## config.mk

```make
export PLATFORM = sky130hd
export DESIGN_NAME = syscall_unit
export DESIGN_NICKNAME = d
export VERILOG_FILES = /design/src/rtl/syscall_unit.sv
export SDC_FILE = /design/constraint.sdc
export NUM_CORES = 1
export LEC_CHECK = 0
export BUFFER_PORTS_ARGS = -buffer_cell sky130_fd_sc_hd__buf_2
export CAP_MARGIN = 0
export CORE_MARGIN = 2
export CORE_UTILIZATION = 50
export DETAILED_ROUTE_END_ITERATION = 16
export GPL_ROUTABILITY_DRIVEN = 0
export PLACE_DENSITY = 0.83
export REMOVE_ABC_BUFFERS = 1
export SLEW_MARGIN = 10
export SYNTH_ARGS = -nofsm -noshare
export SYNTH_HDL_FRONTEND = slang
export SYNTH_SLANG_ARGS = --single-unit
```

## constraint.sdc

```tcl
create_clock -name clk -period 3.65 [get_ports clk]
set_input_delay 0.5475 -clock clk [delete_from_list [all_inputs] [get_ports clk]]
set_output_delay 0.5475 -clock clk [all_outputs]
set_load 0.05 [all_outputs]
```

## src/rtl/syscall_unit.sv

```systemverilog
// syscall_unit: reacts to retiring syscall instructions (halt, display, pause),
// resynchronises the Go button, and keeps retire/jump/taken-branch statistics.
// Every output is driven directly by a flop.
module syscall_unit #(
    parameter logic [31:0] HALT_CODE = 32'd10,
    parameter logic [31:0] DISP_CODE = 32'd34,
    parameter int          CNT_W     = 16
) (
    input  logic             clk,
    input  logic             rst_n,
    input  logic             retire,
    input  logic             syscall,
    input  logic             jmp,
    input  logic             jal,
    input  logic             jr,
    input  logic             beq,
    input  logic             bne,
    input  logic             bltz,
    input  logic             branch_taken,
    input  logic [31:0]      v0,
    input  logic [31:0]      a0,
    input  logic             go,
    output logic             stall,
    output logic             halted,
    output logic             paused,
    output logic [31:0]      display,
    output logic             disp_upd,
    output logic [31:0]      instr_cnt,
    output logic [CNT_W-1:0] jump_cnt,
    output logic [CNT_W-1:0] br_taken_cnt
);

    typedef enum logic [1:0] {
        ST_RUN   = 2'd0,
        ST_PAUSE = 2'd1,
        ST_HALT  = 2'd2
    } state_t;

    localparam logic [CNT_W-1:0] CNT_MAX = {CNT_W{1'b1}};
    localparam logic [CNT_W-1:0] CNT_ONE = {{(CNT_W-1){1'b0}}, 1'b1};

    state_t           state_reg, state_next;
    logic             go_sync1_reg, go_sync2_reg, go_prev_reg;
    logic             go_edge;
    logic             eff;
    logic             code_halt, code_disp;
    logic             do_halt, do_disp, do_pause;
    logic             stall_reg, halted_reg, paused_reg, disp_upd_reg;
    logic             stall_next, halted_next, paused_next, disp_upd_next;
    logic [31:0]      display_reg;
    logic [31:0]      instr_cnt_reg;
    logic [CNT_W-1:0] jump_cnt_reg, br_taken_cnt_reg;

    // Retirement only counts while running; a stalled pipeline retires nothing.
    assign eff       = retire & (state_reg == ST_RUN);
    assign code_halt = (v0 == HALT_CODE);
    assign code_disp = (v0 == DISP_CODE);
    // Halt wins if both codes happen to be configured equal.
    assign do_halt   = eff & syscall & code_halt;
    assign do_disp   = eff & syscall & code_disp & ~code_halt;
    assign do_pause  = eff & syscall & ~code_halt & ~code_disp;
    // Rising edge of the synchronised button; one pulse per press.
    assign go_edge   = go_sync2_reg & ~go_prev_reg;

    // Two-flop synchroniser plus history flop for edge detection on Go.
    always_ff @(posedge clk or negedge rst_n) begin
        if (!rst_n) begin
            go_sync1_reg <= 1'b0;
            go_sync2_reg <= 1'b0;
            go_prev_reg  <= 1'b0;
        end else begin
            go_sync1_reg <= go;
            go_sync2_reg <= go_sync1_reg;
            go_prev_reg  <= go_sync2_reg;
        end
    end

    // FSM state register.
    always_ff @(posedge clk or negedge rst_n) begin
        if (!rst_n) begin
            state_reg <= ST_RUN;
        end else begin
            state_reg <= state_next;
        end
    end

    // FSM next state; Go edges outside PAUSE are simply dropped.
    always_comb begin
        state_next = state_reg;
        case (state_reg)
            ST_RUN: begin
                if (do_halt) begin
                    state_next = ST_HALT;
                end else if (do_pause) begin
                    state_next = ST_PAUSE;
                end
            end
            ST_PAUSE: begin
                if (go_edge) begin
                    state_next = ST_RUN;
                end
            end
            ST_HALT:  state_next = ST_HALT;
            default:  state_next = ST_RUN;
        endcase
    end

    // Output decode from the next state so the registered outputs track state_reg.
    always_comb begin
        stall_next    = (state_next != ST_RUN);
        halted_next   = (state_next == ST_HALT);
        paused_next   = (state_next == ST_PAUSE);
        disp_upd_next = do_disp;
    end

    // Output flops and display latch; display and its pulse update on the same edge.
    always_ff @(posedge clk or negedge rst_n) begin
        if (!rst_n) begin
            stall_reg    <= 1'b0;
            halted_reg   <= 1'b0;
            paused_reg   <= 1'b0;
            disp_upd_reg <= 1'b0;
            display_reg  <= 32'd0;
        end else begin
            stall_reg    <= stall_next;
            halted_reg   <= halted_next;
            paused_reg   <= paused_next;
            disp_upd_reg <= disp_upd_next;
            if (do_disp) begin
                display_reg <= a0;
            end
        end
    end

    // Statistics: instruction count wraps, jump/branch counts saturate.
    always_ff @(posedge clk or negedge rst_n) begin
        if (!rst_n) begin
            instr_cnt_reg    <= 32'd0;
            jump_cnt_reg     <= '0;
            br_taken_cnt_reg <= '0;
        end else if (eff) begin
            instr_cnt_reg <= instr_cnt_reg + 32'd1;
            if ((jmp | jal | jr) && (jump_cnt_reg != CNT_MAX)) begin
                jump_cnt_reg <= jump_cnt_reg + CNT_ONE;
            end
            if (branch_taken && (beq | bne | bltz) && (br_taken_cnt_reg != CNT_MAX)) begin
                br_taken_cnt_reg <= br_taken_cnt_reg + CNT_ONE;
            end
        end
    end

    assign stall        = stall_reg;
    assign halted       = halted_reg;
    assign paused       = paused_reg;
    assign disp_upd     = disp_upd_reg;
    assign display      = display_reg;
    assign instr_cnt    = instr_cnt_reg;
    assign jump_cnt     = jump_cnt_reg;
    assign br_taken_cnt = br_taken_cnt_reg;

endmodule
```

==> flow_metrics.tcl <==
set metrics [dict create \
    status "completed" \
    tightest_slew_ns 0.681 \
    worstPathArrival_ns 2.51 \
    r2r-start "state_reg[0]$_DFF_PN0_" \
    synth_fa_ha_area_share_pct 0.827 \
    drv_slew 0 \
    cp_num_buf_inv 2 \
    crit_family "simple AND/OR/NAND/NOR gates" \
    start_util_pct 51.8 \
    grt_antenna_before_repair 0 \
    hold_ws_ns 0.226 \
    post-cts-setup-buffers 0 \
    hold_buffers 0 \
    numCtsBuffers 9 \
    crit_path_cell_trace "buf_2 > or3_1 > or4_4 > nor2_4 > buf_4 > mux2_2" \
    dp_cells 646 \
    cp-end-kind "flip-flop" \
    cts_tree "done" \
    post_cts_resize_count 0 \
    drive_above_1_share_pct 43.0 \
    htree_levels 3 \
    syn_to_final_growth_pct 26.0 \
    hpwl_um 7720 \
    insertion_delay_ns 0.36 \
    critPathMaxFanout 32 \
    cap_violations 0 \
    die_y_um 99.3 \
    synth_seq_area_share_pct 57.9 \
    ys_async_sr_fraction_pct 100 \
    fin_crit_ns 2.28 \
    path_class "input port to flip-flop" \
    grtUsageTotal_pct 20.6 \
    setup_viol 0 \
    grt_max_degree 54 \
    synth.avg_cell_area_um2 12.4 \
    syn-cell-area_um2 4540 \
    synth-simple-area-share_pct 18.1 \
    pre_cts_slack_ns 0.992 \
    die_w_um 99.3 \
    rsz0062_at_grt "no" \
    p_leak_uw 0.00303 \
    ys_warn_count 0 \
    viasPerCell 5.30 \
    synthXorXnorAreaFrac_pct 11.0 \
    die_area_um2 9850 \
    critPathLaunchType "input port" \
    clockRootBuffer "clkbuf_8" \
    slew_headroom_pct 54.6 \
    dr.pass1.iters 4 \
    grt_first_pass_wirelength_um 16600 \
    clkSinkCount 105 \
    crit_start "v0[29]" \
    fin_skew_ns 0.0213 \
    synthesis.instances 365 \
    drt-initial-drc-count 83 \
    wl_per_cell_um 15.2 \
    path_clk_slew_ns 0.10 \
    io_buffers 175 \
    synth_ff_type "dfrtp_1" \
    powerDensity_nw_per_um2 476 \
    final.setup.tns_ns 0 \
    synth.distinct_cells 41 \
    synth_top_family_by_area "simple AND/OR/NAND/NOR gates" \
    peakVddDrop_uv 411 \
    nets 628 \
    crit_required_ns 3.88 \
    insertedDiodeCount 0 \
    max_freq_ghz 0.438 \
    layout_setup_ws_ns 1.37 \
    finalNonFillerCells 662 \
    rows 34 \
    clk_path_buf_depth 2 \
    crit_path_max_incr_delay_ns 0.60 \
    core_um2 8760 \
    period_share_pct 62.5 \
    ant_nets 0 \
    muxShareOfSynthArea_pct 9.18 \
    wl_um 10100 \
    ys_seq_elements 105 \
    grt_pass1_vias 3505 \
    routed-via-count 3509 \
    overflow 0 \
    io_pins 176 \
    worstHoldPathType "input port to async pin" \
    drc 0 \
    synth_compound_area_share_pct 1.82 \
    cp_slowest_cell "or4_4" \
    synth_edf_count 0 \
    finalHoldViolCount 0 \
]
power by group:
group / total (uW) / internal (uW) / switching (uW)
Clock: 664 / 262 / 402
Sequential: 1380 / 1260 / 124
Combinational: 675 / 192 / 483
Total: 2720 / 1710 / 1010
cells in the final DEF (no fill, tap or decap), drive strengths merged:
| cell type | count |
|---|---|
| or2 | 1 |
| and3 | 9 |
| o21a | 1 |
| a41oi | 1 |
| a21o | 1 |
| buf | 178 |
| and4 | 5 |
| nand2 | 32 |
| nand3b | 2 |
| a31oi | 1 |
| or3 | 4 |
| clkinv | 2 |
| nor2 | 20 |
| nor3 | 14 |
| a31o | 1 |
| dfrtp | 105 |
| or3b | 1 |
| nand3 | 19 |
| inv | 5 |
| xor2 | 17 |
| nor4b | 3 |
| clkbuf | 11 |
| xnor2 | 40 |
| o22ai | 2 |
| nand4b | 1 |
| ha | 3 |
| nand2b | 2 |
| o31a | 2 |
| nor4 | 8 |
| nand4 | 21 |
| nor3b | 2 |
| mux2 | 37 |
| or4 | 2 |
| a21oi | 1 |
layout make-up:
type                            instances  area, um^2
Sequential cell                       105        2630
Timing Repair Buffer                  178         913
Tap cell                              108         135
Clock inverter                          5        46.3
Fill cell                             700        3050
Clock buffer                           11         131
Multi-Input combinational cell        253        1860
Inverter                                2        7.51
through the flow:
| stage | area, um^2 | util [%] | power (uW) |
|---|---|---|---|
| final | 5720 | 65.2 | 2720 |
| after global routing | 5720 | 65.2 | 2860 |
| after CTS | 5720 | 65.2 | 2750 |
| after detailed placement | 5540 | 63.2 | 2080 |
| after global placement | 5540 | 63.2 | 2070 |
| after floorplan | 4490 | - | 1860 |
logic make-up (layout without fill, tap and decap cells):
family,count (synthesis),after routing
compound gates,10,10
xor+xnor,57,57
fa+ha+maj,3,3
buf+inv,7,196
flops,105,105
mux,37,37
simple gates,146,146
layer usage:
| layer | GRT usage, % | routed length (um) | share of wire [%] |
|---|---|---|---|
| met2 | 35.0 | 5130 | 51 |
| met4 | 5.80 | 102 | 1.0 |
| met5 | 0 | 0 | 0 |
| met3 | 4.22 | 672 | 6.7 |
| met1 | 27.0 | 4170 | 41 |
worst paths after layout:
kind	endpoint	slack, ns	cells past startpoint
min	instr_cnt[31]$_DFFE_PN0N_	0.23	1
min in group clk	go_sync1_reg$_DFF_PN0_	0.31	1
max reg2reg	instr_cnt[28]$_DFFE_PN0N_	1.43	6
max in group asynchronous	go_prev_reg$_DFF_PN0_	2.69	2
min reg2reg	go_sync2_reg$_DFF_PN0_	0.35	0
max	display[13]$_DFFE_PN0P_	1.37	6
synth_stat cells, types with 2 or more instances:
master,number,area share (%)
nor3_1,13,1.4
nor2_1,19,1.6
nand4_1,21,2.9
nand3_1,19,2.1
nor3b_1,2,0.33
nand2_1,32,2.6
xor2_1,17,3.3
dfrtp_1,105,58
or4_4,2,0.50
and4_1,5,0.96
xnor2_1,40,7.7
nand3b_1,2,0.33
and3_1,8,1.1
clkbuf_8,2,0.61
nand2b_1,2,0.28
o31a_1,2,0.39
mux2_2,36,8.9
inv_1,2,0.17
o22ai_1,2,0.28
nor4_1,6,0.83
ha_1,3,0.83
nor4b_1,3,0.58
or3_1,4,0.55
Power figures use the tool's default switching activity.
